$ cat src/rtl/button_pkg.sv
// Shared definitions for the button peripheral: debouncer state encodings,
// the default debounce length and the peripheral acknowledge address.
package button_pkg;

    typedef enum logic [1:0] {
        IDLE         = 2'd0,
        PRESS_WAIT   = 2'd1,
        PRESSED      = 2'd2,
        RELEASE_WAIT = 2'd3
    } button_state_e;

    // 1 ms of stability at 50 MHz
    localparam int unsigned DEFAULT_DEBOUNCE_CYCLES = 50000;

    localparam logic [31:0] BUTTON_ACK_ADDR = 32'h0000_0400;

endpackage

$ cat src/rtl/button_sync.sv
// N-flop synchroniser for asynchronous external pins. The reset value lets
// each pin start at its own inactive level so no false edge follows reset.
module button_sync #(
    parameter int   STAGES    = 2,
    parameter logic RESET_VAL = 1'b0
) (
    input  logic clock,
    input  logic reset_n,
    input  logic d,
    output logic q
);

    logic [STAGES-1:0] chain;

    // Shift the pin through the flop chain; only chain[0] sees the raw pin.
    always_ff @(posedge clock or negedge reset_n) begin
        if (!reset_n) begin
            chain <= {STAGES{RESET_VAL}};
        end else begin
            chain <= {chain[STAGES-2:0], d};
        end
    end

    assign q = chain[STAGES-1];

endmodule

$ cat src/rtl/button_debounce.sv
// Push-button conditioning: synchronise, normalise to 1 = pressed, debounce
// with a stability counter and emit a clean level plus press/release pulses.
// Optional long-press detection is built when BUTTON_LONG_PRESS_EN is defined;
// otherwise long_press is tied low and the port list is unchanged.
//
// state        | meaning
// -------------+----------------------------------------------------------
// IDLE         | released and stable, button_clean = 0
// PRESS_WAIT   | pressed level seen, counting stable cycles before accepting
// PRESSED      | press accepted, button_clean = 1
// RELEASE_WAIT | released level seen, counting stable cycles before accepting
module button_debounce
    import button_pkg::*;
#(
    parameter int SYNC_STAGES     = 2,
    parameter int DEBOUNCE_CYCLES = DEFAULT_DEBOUNCE_CYCLES,
    parameter int ACTIVE_LOW      = 1,
    parameter int LONG_CYCLES     = 50000000
) (
    input  logic clock,
    input  logic reset_n,
    input  logic button_raw,
    output logic button_clean,
    output logic press_pulse,
    output logic release_pulse,
    output logic long_press
);

    if (SYNC_STAGES < 2 || SYNC_STAGES > 4 || DEBOUNCE_CYCLES < 2 || LONG_CYCLES < 2) begin : g_bad_params
        $error("button_debounce: illegal parameter set");
    end

    localparam logic          INACTIVE = (ACTIVE_LOW != 0);
    localparam int            CW       = $clog2(DEBOUNCE_CYCLES) + 1;
    localparam logic [CW-1:0] CNT_LAST = CW'(DEBOUNCE_CYCLES - 1);
    localparam logic [CW-1:0] CNT_ONE  = CW'(1);

    logic          sync_q;
    logic          pressed_s;
    button_state_e state;
    logic [CW-1:0] cnt;

    button_sync #(
        .STAGES    (SYNC_STAGES),
        .RESET_VAL (INACTIVE)
    ) u_sync (
        .clock   (clock),
        .reset_n (reset_n),
        .d       (button_raw),
        .q       (sync_q)
    );

    assign pressed_s = sync_q ^ INACTIVE;

    // Debounce FSM; the counter is shared by both wait states and cleared on every exit.
    always_ff @(posedge clock or negedge reset_n) begin
        if (!reset_n) begin
            state         <= IDLE;
            cnt           <= '0;
            button_clean  <= 1'b0;
            press_pulse   <= 1'b0;
            release_pulse <= 1'b0;
        end else begin
            press_pulse   <= 1'b0;
            release_pulse <= 1'b0;
            case (state)
                IDLE: begin
                    button_clean <= 1'b0;
                    if (pressed_s) begin
                        state <= PRESS_WAIT;
                        cnt   <= CNT_ONE;
                    end
                end
                PRESS_WAIT: begin
                    if (!pressed_s) begin
                        state <= IDLE;
                        cnt   <= '0;
                    end else if (cnt == CNT_LAST) begin
                        state        <= PRESSED;
                        cnt          <= '0;
                        button_clean <= 1'b1;
                        press_pulse  <= 1'b1;
                    end else begin
                        cnt <= cnt + CNT_ONE;
                    end
                end
                PRESSED: begin
                    button_clean <= 1'b1;
                    if (!pressed_s) begin
                        state <= RELEASE_WAIT;
                        cnt   <= CNT_ONE;
                    end
                end
                RELEASE_WAIT: begin
                    if (pressed_s) begin
                        state <= PRESSED;
                        cnt   <= '0;
                    end else if (cnt == CNT_LAST) begin
                        state         <= IDLE;
                        cnt           <= '0;
                        button_clean  <= 1'b0;
                        release_pulse <= 1'b1;
                    end else begin
                        cnt <= cnt + CNT_ONE;
                    end
                end
                default: begin
                    state <= IDLE;
                    cnt   <= '0;
                end
            endcase
        end
    end

`ifdef BUTTON_LONG_PRESS_EN
    localparam int            LW        = $clog2(LONG_CYCLES) + 1;
    localparam logic [LW-1:0] LONG_LAST = LW'(LONG_CYCLES - 1);
    localparam logic [LW-1:0] LONG_DONE = LW'(LONG_CYCLES);
    localparam logic [LW-1:0] LONG_ONE  = LW'(1);

    logic [LW-1:0] long_cnt;

    // Hold timer: runs while the press is accepted, fires once, then parks past the terminal value.
    always_ff @(posedge clock or negedge reset_n) begin
        if (!reset_n) begin
            long_cnt   <= '0;
            long_press <= 1'b0;
        end else begin
            long_press <= 1'b0;
            if (state == PRESSED || state == RELEASE_WAIT) begin
                if (long_cnt == LONG_LAST) begin
                    long_press <= 1'b1;
                    long_cnt   <= LONG_DONE;
                end else if (long_cnt < LONG_LAST) begin
                    long_cnt <= long_cnt + LONG_ONE;
                end
            end else begin
                long_cnt <= '0;
            end
        end
    end
`else
    assign long_press = 1'b0;
`endif

endmodule
$ cat config.mk
export PLATFORM = sky130hd
export DESIGN_NAME = button_debounce
export DESIGN_NICKNAME = d
export VERILOG_FILES = /design/src/rtl/button_pkg.sv /design/src/rtl/button_sync.sv /design/src/rtl/button_debounce.sv
export SDC_FILE = /design/constraint.sdc
export NUM_CORES = 1
export LEC_CHECK = 0
export ABC_AREA = 0
export CORE_MARGIN = 5
export CORE_UTILIZATION = 58
export DETAILED_ROUTE_END_ITERATION = 12
export GPL_ROUTABILITY_DRIVEN = 0
export PLACE_DENSITY = 0.83
export SLEW_MARGIN = 20
export SYNTH_ARGS = -nofsm -noshare
export SYNTH_HDL_FRONTEND = slang
export SYNTH_SLANG_ARGS = --single-unit
$ cat constraint.sdc
create_clock -name clock -period 2.8 [get_ports clock]
set_input_delay 0.42 -clock clock [delete_from_list [all_inputs] [get_ports clock]]
set_output_delay 0.42 -clock clock [all_outputs]
set_load 0.005 [all_outputs]
==> qor.csv, run 1 <==
stage,metric,value,unit
layout,ant diodes,0,
hold_path,Hold Crit Start,u_sync.chain[0],
placed_design,Post-DP HPWL,2.44,mm
floorplanning,Die Y,60.7,µm
worst_setup_path,R2R Path End,cnt[4],
yosys,top_reg_cell synth,dfrtp_1,
worst_setup_path,Worst setup SP type,register,
clock_tree,CTS Hold Bufs,0,
clock_tree,later-pin clock latency in the skew report,0.32,ns
worst_setup_path,Worst path depth,5,
floorplanning,Cell Rows,18,
floorplanning,Ports,7,
timing,Clock Skews,0.00182,ns
global_routing,antenna violations before repair,0,
timing,minimum clock period,2.09,ns
yosys,Cells after Synth,161,
power_and_ir_drop,power density over the cells,774,nW/µm²
yosys,"Seq/Total Area, Yosys",40.4,%
detailed_routing,DRC,0,
timing,Max Freq,479,MHz
global_routing,largest net degree at the start of global routing,25,
global_routing,gr usage total,21.0,%
yosys,Synth Area per Inst,9.26,µm²
timing,Tcrit/Tclk final,74.6,%
clock_tree,clock transition at the registers of the reported paths,0.13,ns
clock_tree,clock sinks,24,
job,Max-Cap Viols,0,
detailed_routing,Vias,1311,
yosys,Synth Register Bits,24,
worst_setup_path,WP buf/inv,1,
worst_setup_path,cells along the critical path,inv_1 -> ha_1 -> mux2i_1 -> o21ai_0 -> a22o_2,
global_routing,total gr overflow,0,
timing,Setup TNS,0,ns
detailed_routing,DR pass1 iterations,4,
global_routing,vias in the first global route,1187,
timing,Final Hold Fails,0,
power_and_ir_drop,overall power,1.24,mW
yosys,Post-synth EDFFs,0,
layout,Final Instance Count excl. Fillers,197,
yosys,Syn Nets,169,
placed_design,placed inst area,1550,µm²
detailed_routing,Routed WL,3.39,mm
placed_design,port bufs,5,
worst_setup_path,crit path max fanout,8,
layout,nets@finish,176,
worst_setup_path,CP top delay family,multiplexers,
timing,Slew Limit Fails,0,
clock_tree,CTS Buf Count,3,
yosys,Ys Warns,0,
worst_setup_path,CP max stage cell,mux2i_1,
worst_setup_path,Critical Path Start,state[0],
clock_tree,# resized after CTS,0,
clock_tree,CTS H-tree depth,1,
placed_design,placed cells,193,
power_and_ir_drop,Leakage,0.689,nW
worst_setup_path,worst path required time,3.03,ns
floorplanning,DIE AREA,3690,µm²
hold_path,Hold Crit Class,reg2reg,
timing,RSZ-0062 raised after global routing,no,
detailed_routing,average wire per cell in the routed design,17.2,µm
clock_tree,TritonCTS clock tree,built,
clock_tree,Clock Path Buffers,2,
timing,Worst slew margin,40.7,%
timing,worst slew pin tran,0.864,ns
global_routing,first-pass GRT wire length,5.69,mm
detailed_routing,post-route ant nets,0,
clock_tree,CTS Root Cell,clkbuf_4,
timing,final setup fails,0,
outcome,status,"complete, no violations",
worst_setup_path,flop-to-flop setup slack,0.71,ns
worst_setup_path,R2R cell count,5,
layout,area delta synth->final,7.63,%
layout,Filler cells,204,
layout,share of layout cells above drive strength 1,12.6,%
worst_setup_path,crit path DAT,2.32,ns
worst_setup_path,Worst setup EP type,register,
yosys,ys async rst share,100,%
worst_setup_path,worst r2r src,state[0],
worst_setup_path,Critical Path Sink,cnt[4],
yosys,synthesized cell area,1490,µm²
floorplanning,die width,60.7,µm
worst_setup_path,critical path class,reg2reg,
detailed_routing,routed vias/inst,6.65,
placed_design,DP Worst Slack,0.765,ns
clock_tree,"Setup Fix Bufs, Post-CTS",0,
detailed_routing,DRT iter0 DRCs,116,
floorplanning,core area,2480,µm²
layout,design area,1610,µm²
floorplanning,Initial Util,60.2,%
yosys,Synth cell types,48,
timing,final worst slack,0.711,ns
worst_setup_path,Worst path max stage delay,0.69,ns
power_and_ir_drop,Max IR drop VDD,760,µV
==> worst reg2reg max path: cells and delay by family (launching register included) <==
family          cells  cell delay [ns]
flops               1             0.46
fa+ha+maj           1             0.23
buf+inv             1             0.09
compound gates      2             0.52
mux                 1             0.69
==> final cells by class <==
| type | instances | area [µm²] | share of cell area [%] |
|---|---|---|---|
| multi-input combinational | 125 | 825 | 51.4 |
| inverter | 8 | 30.0 | 1.87 |
| clock inverter | 1 | 30.0 | 1.87 |
| timing repair buffer | 6 | 57.6 | 3.59 |
| clock buffer | 3 | 22.5 | 1.40 |
| sequential | 24 | 603 | 37.6 |
| tap | 30 | 37.5 | 2.34 |
==> cells by family (layout without fill, tap and decap cells) <==
| group | Yosys count | count (layout) | share of synthesized area, % |
|---|---|---|---|
| other | 1 | 1 | 0.251 |
| AOI/OAI and AO/OA | 46 | 46 | 21.2 |
| and+or+nand+nor | 70 | 70 | 27.5 |
| DFF | 24 | 24 | 40.4 |
| buffers and inverters | 12 | 18 | 4.28 |
| muxes | 3 | 3 | 2.10 |
| adders and majority gates | 5 | 5 | 4.19 |
==> sequential cells by signal (all words and copies together), names as in the netlist, named ones only <==
register / cells
cnt: 17
u_sync.chain: 2
button_clean: 1
press_pulse: 1
release_pulse: 1
state: 1
==> Yosys cell counts, drive strengths merged, types with 2 or more instances <==
master,number,share of area (%)
buf,3,2.0
a21bo,2,1.3
dfstp,2,3.5
nand2,17,4.8
and3,4,1.8
inv,8,2.0
nor3,6,2.8
o21ai,20,7.0
nand4,2,0.84
a211oi,2,1.0
and4,3,1.9
o41ai,2,2.2
nor4,5,2.1
nor2,10,3.0
nand3,11,3.7
dfrtp,22,37
nor3b,3,1.5
o211ai,2,1.0
and4b,2,1.3
ha,5,4.2
a21oi,7,2.3
and2,2,0.84
o21a,2,1.0
o31ai,2,1.0
mux2i,2,1.3
==> layer usage <==
| metal | vias up | wire (µm) | global-route usage [%] |
|---|---|---|---|
| met3 | 9 | 326 | 4.04 |
| met2 | 80 | 1600 | 31.9 |
| li1 | 614 | - | - |
| met4 | 0 | 59 | 8.05 |
| met1 | 608 | 1410 | 29.6 |
| met5 | - | 0 | 0 |
==> power by group <==
part / switching [mW] / total, mW / internal [mW]
logic: 0.339 / 0.551 / 0.213
clock network: 0.108 / 0.253 / 0.145
registers: 0.0496 / 0.438 / 0.388
==> layout by cell type, fill, tap and decap left out, drive strengths merged, types with 2 or more instances in the layout <==
| cell | count |
|---|---|
| o21a | 2 |
| a211oi | 2 |
| and4 | 3 |
| nand2 | 17 |
| o21ai | 20 |
| dfrtp | 22 |
| a21bo | 2 |
| inv | 8 |
| nor2 | 10 |
| clkdlybuf4s50 | 5 |
| a21oi | 7 |
| clkbuf | 3 |
| mux2i | 2 |
| o41ai | 2 |
| nor3b | 3 |
| o211ai | 2 |
| nand3 | 11 |
| nor4 | 5 |
| nand4 | 2 |
| and3 | 4 |
| nor3 | 6 |
| ha | 5 |
| o31ai | 2 |
| dfstp | 2 |
| and4b | 2 |
| and2 | 2 |
==> worst min path at each step <==
stage               cells past startpoint         endpoint
floorplan                               0        async pin
global placement                        0  u_sync.chain[1]
detailed placement                      0  u_sync.chain[1]
CTS                                     0  u_sync.chain[1]
global route                            0  u_sync.chain[1]
finish                                  0  u_sync.chain[1]
==> metrics by stage <==
stage	hold WS (ns)	utilization, %
final	0.368	64.8
after floorplan	0.124	-
after detailed placement	0.351	62.7
after CTS	0.370	64.8
after global routing	0.376	64.8
after global placement	0.348	62.7
No activity file was read; power rests on OpenSTA's default activity.
==> inputs of run 2 (changes only) <==
==> constraint.sdc (replaced) <==
create_clock -name clock -period 1.96 [get_ports clock]
set_input_delay 0.294 -clock clock [delete_from_list [all_inputs] [get_ports clock]]
set_output_delay 0.294 -clock clock [all_outputs]
set_load 0.005 [all_outputs]
==> run 2 against run 1 <==
Register-to-register slack got worse by 0.59 ns. Sequential share of layout area shrank 1.4 points. Utilization increased by 2.5 points. Hold slack lost 0.057 ns. Global-route usage down 2.4 points. Final area increased by 3.8%. Clock skew increased by 0.0048 ns. Non-clock buffer count grew 10. Routed wire length fell by 5.7%. First-iteration DRC count is 48% lower. Critical path depth rose by 1. Worst setup slack got worse by 0.59 ns. Critical path type unchanged. Critical endpoint is now cnt[12].
==> qor.csv, run 2 (synthesis results as in run 1) <==
stage,metric,value,unit
outcome,status,"complete, no violations",
clock_tree,CTS Buf Count,3,
layout,"commonest non-fill, non-tap cell in the layout",dfrtp_1,
global_routing,total gr overflow,0,
clock_tree,CTS Hold Bufs,0,
layout,Finished Core Util,67.3,%
power_and_ir_drop,Net Switching,0.721,mW
detailed_routing,M1 WL,1.42,mm
clock_tree,CTS H-tree depth,1,
timing,Tcrit/Tclk final,94.0,%
global_routing,vias in the first global route,1193,
timing,Slew Limit Fails,0,
layout,share of layout cells above drive strength 1,16.9,%
layout,Final Instance Count excl. Fillers,207,
timing,Setup TNS,0,ns
power_and_ir_drop,Sw Ratio,40.3,%
layout,nets@finish,186,
floorplanning,die width,60.7,µm
detailed_routing,met2 WL,1.45,mm
floorplanning,core area,2480,µm²
detailed_routing,Vias,1326,
detailed_routing,Top Metal Used,met4,
floorplanning,Die Y,60.7,µm
layout,area delta synth->final,11.7,%
hold_path,Hold Crit Class,in2async,
worst_setup_path,Worst setup EP type,register,
detailed_routing,DRT iter0 DRCs,60,
detailed_routing,DRC,0,
floorplanning,Ports,7,
timing,RSZ-0062 raised after global routing,no,
timing,Worst slew margin,67.0,%
job,Max-Cap Viols,0,
timing,minimum clock period,1.84,ns
worst_setup_path,Worst setup SP type,register,
global_routing,first-pass GRT wire length,5.18,mm
clock_tree,CTS Root Cell,clkbuf_4,
floorplanning,DIE AREA,3690,µm²
placed_design,Post-DP HPWL,2.43,mm
clock_tree,later-pin clock latency in the skew report,0.31,ns
timing,worst slew pin tran,0.490,ns
worst_setup_path,crit path DAT,2.06,ns
power_and_ir_drop,part of the power in combinational logic,52.8,%
clock_tree,TritonCTS clock tree,built,
layout,most frequent cells in the layout,"dfrtp_1 (22), o21ai_0 (17), nand2_1 (16)",
placed_design,placed cells,201,
global_routing,antenna violations before repair,0,
floorplanning,Cell Rows,18,
layout,top flop regs,"cnt: 17 flops, u_sync.chain: 2 flops",
timing,WHS,0.311,ns
layout,ant diodes,0,
detailed_routing,Met3 Wirelength,241,µm
worst_setup_path,crit path max fanout,13,
power_and_ir_drop,Max IR drop VDD,908,µV
detailed_routing,post-route ant nets,0,
floorplanning,Initial Util,60.2,%
layout,Top reg by flops,cnt,
worst_setup_path,worst path required time,2.18,ns
detailed_routing,average wire per cell in the routed design,15.4,µm
worst_setup_path,critical path class,reg2reg,
power_and_ir_drop,Leakage,0.733,nW
timing,final setup fails,0,
detailed_routing,Routed WL,3.20,mm
clock_tree,clock transition at the registers of the reported paths,0.13,ns
timing,Max Freq,543,MHz
placed_design,port bufs,5,
power_and_ir_drop,Reg power frac,35.0,%
power_and_ir_drop,power density over the cells,1070,nW/µm²
timing,Final Hold Fails,0,
detailed_routing,routed vias/inst,6.41,
layout,max reg flops,17,
global_routing,largest net degree at the start of global routing,25,
timing,Clock Skews,0.00666,ns
global_routing,gr usage total,18.6,%
power_and_ir_drop,Internal,1.07,mW
power_and_ir_drop,Clock power frac,12.2,%
clock_tree,clock sinks,24,
clock_tree,Clock Path Buffers,2,
detailed_routing,DR pass1 iterations,4,
-- run 2: cell types whose count changed in the layout (fill, tap and decap cells not counted) --
cell	previous run	this run
buf_12	0	1
buf_4	1	10
bufinv_16	1	0
clkbuf_1	0	1
o21ai_0	18	17
o21ai_1	1	2
-- run 2: path summary, 6_finish.rpt --
check / startpoint / endpoint / slack, ns / cells after the start
worst min register to register: u_sync.chain[0] / u_sync.chain[1] / 0.37 / 0
worst max-delay path: cnt[0] / cnt[12] / 0.12 / 6
min in group clock: u_sync.chain[0] / u_sync.chain[1] / 0.37 / 0
max in group asynchronous: reset_n / u_sync.chain[0] / 1.35 / 2
worst min-delay path: reset_n / cnt[16] / 0.31 / 2
worst max register to register: cnt[0] / cnt[12] / 0.12 / 6
-- run 2: final cells by class --
type,instances,area [µm²]
clock buffer,4,26.3
sequential,24,603
tap,30,37.5
timing repair buffer,16,145
inverter,8,30.0
multi-input combinational,125,825
fill,190,811
-- run 2: per-layer routing --
| layer | vias to the layer above | global-route usage (%) |
|---|---|---|
| li1 | 629 | - |
| met1 | 617 | 24.5 |
| met2 | 66 | 30.5 |
| met3 | 14 | 3.19 |
| met4 | 0 | 7.43 |
| met5 | - | 0 |
-- run 2: power by group through the flow --
stage | clock network [mW] | logic, mW | registers (mW)
2_1_floorplan | 0 | 0.612 | 0.616
3_3_place_gp | 0 | 0.848 | 0.629
3_5_place_dp | 0 | 0.875 | 0.635
4_1_cts | 0.224 | 0.882 | 0.626
5_1_grt | 0.245 | 1.04 | 0.632
6_report | 0.219 | 0.945 | 0.626
-- run 2: critical path: stages (launching register included) --
cell and delay, ns:
dfrtp_1 0.44, ha_1 0.23, and4b_1 0.23, and4_4 0.25, nor2_4 0.19, nand2_4 0.10
o41ai_2 0.31
-- run 2: what timing repair did --
action | 4_1_cts | 5_1_grt
setup buffers | 0 | 2
resized for setup | 0 | 1
setup endpoints to repair | 0 | 4
-- run 2: metrics by stage --
| stage | instance area [µm²] | total power [mW] | setup WS [ns] |
|---|---|---|---|
| floorplan | 1490 | 1.23 | 0.231 |
| global placement | 1610 | 1.48 | 0.0730 |
| detailed placement | 1610 | 1.51 | 0.0927 |
| CTS | 1640 | 1.73 | 0.0610 |
| global route | 1670 | 1.91 | 0.0165 |
| finish | 1670 | 1.79 | 0.118 |
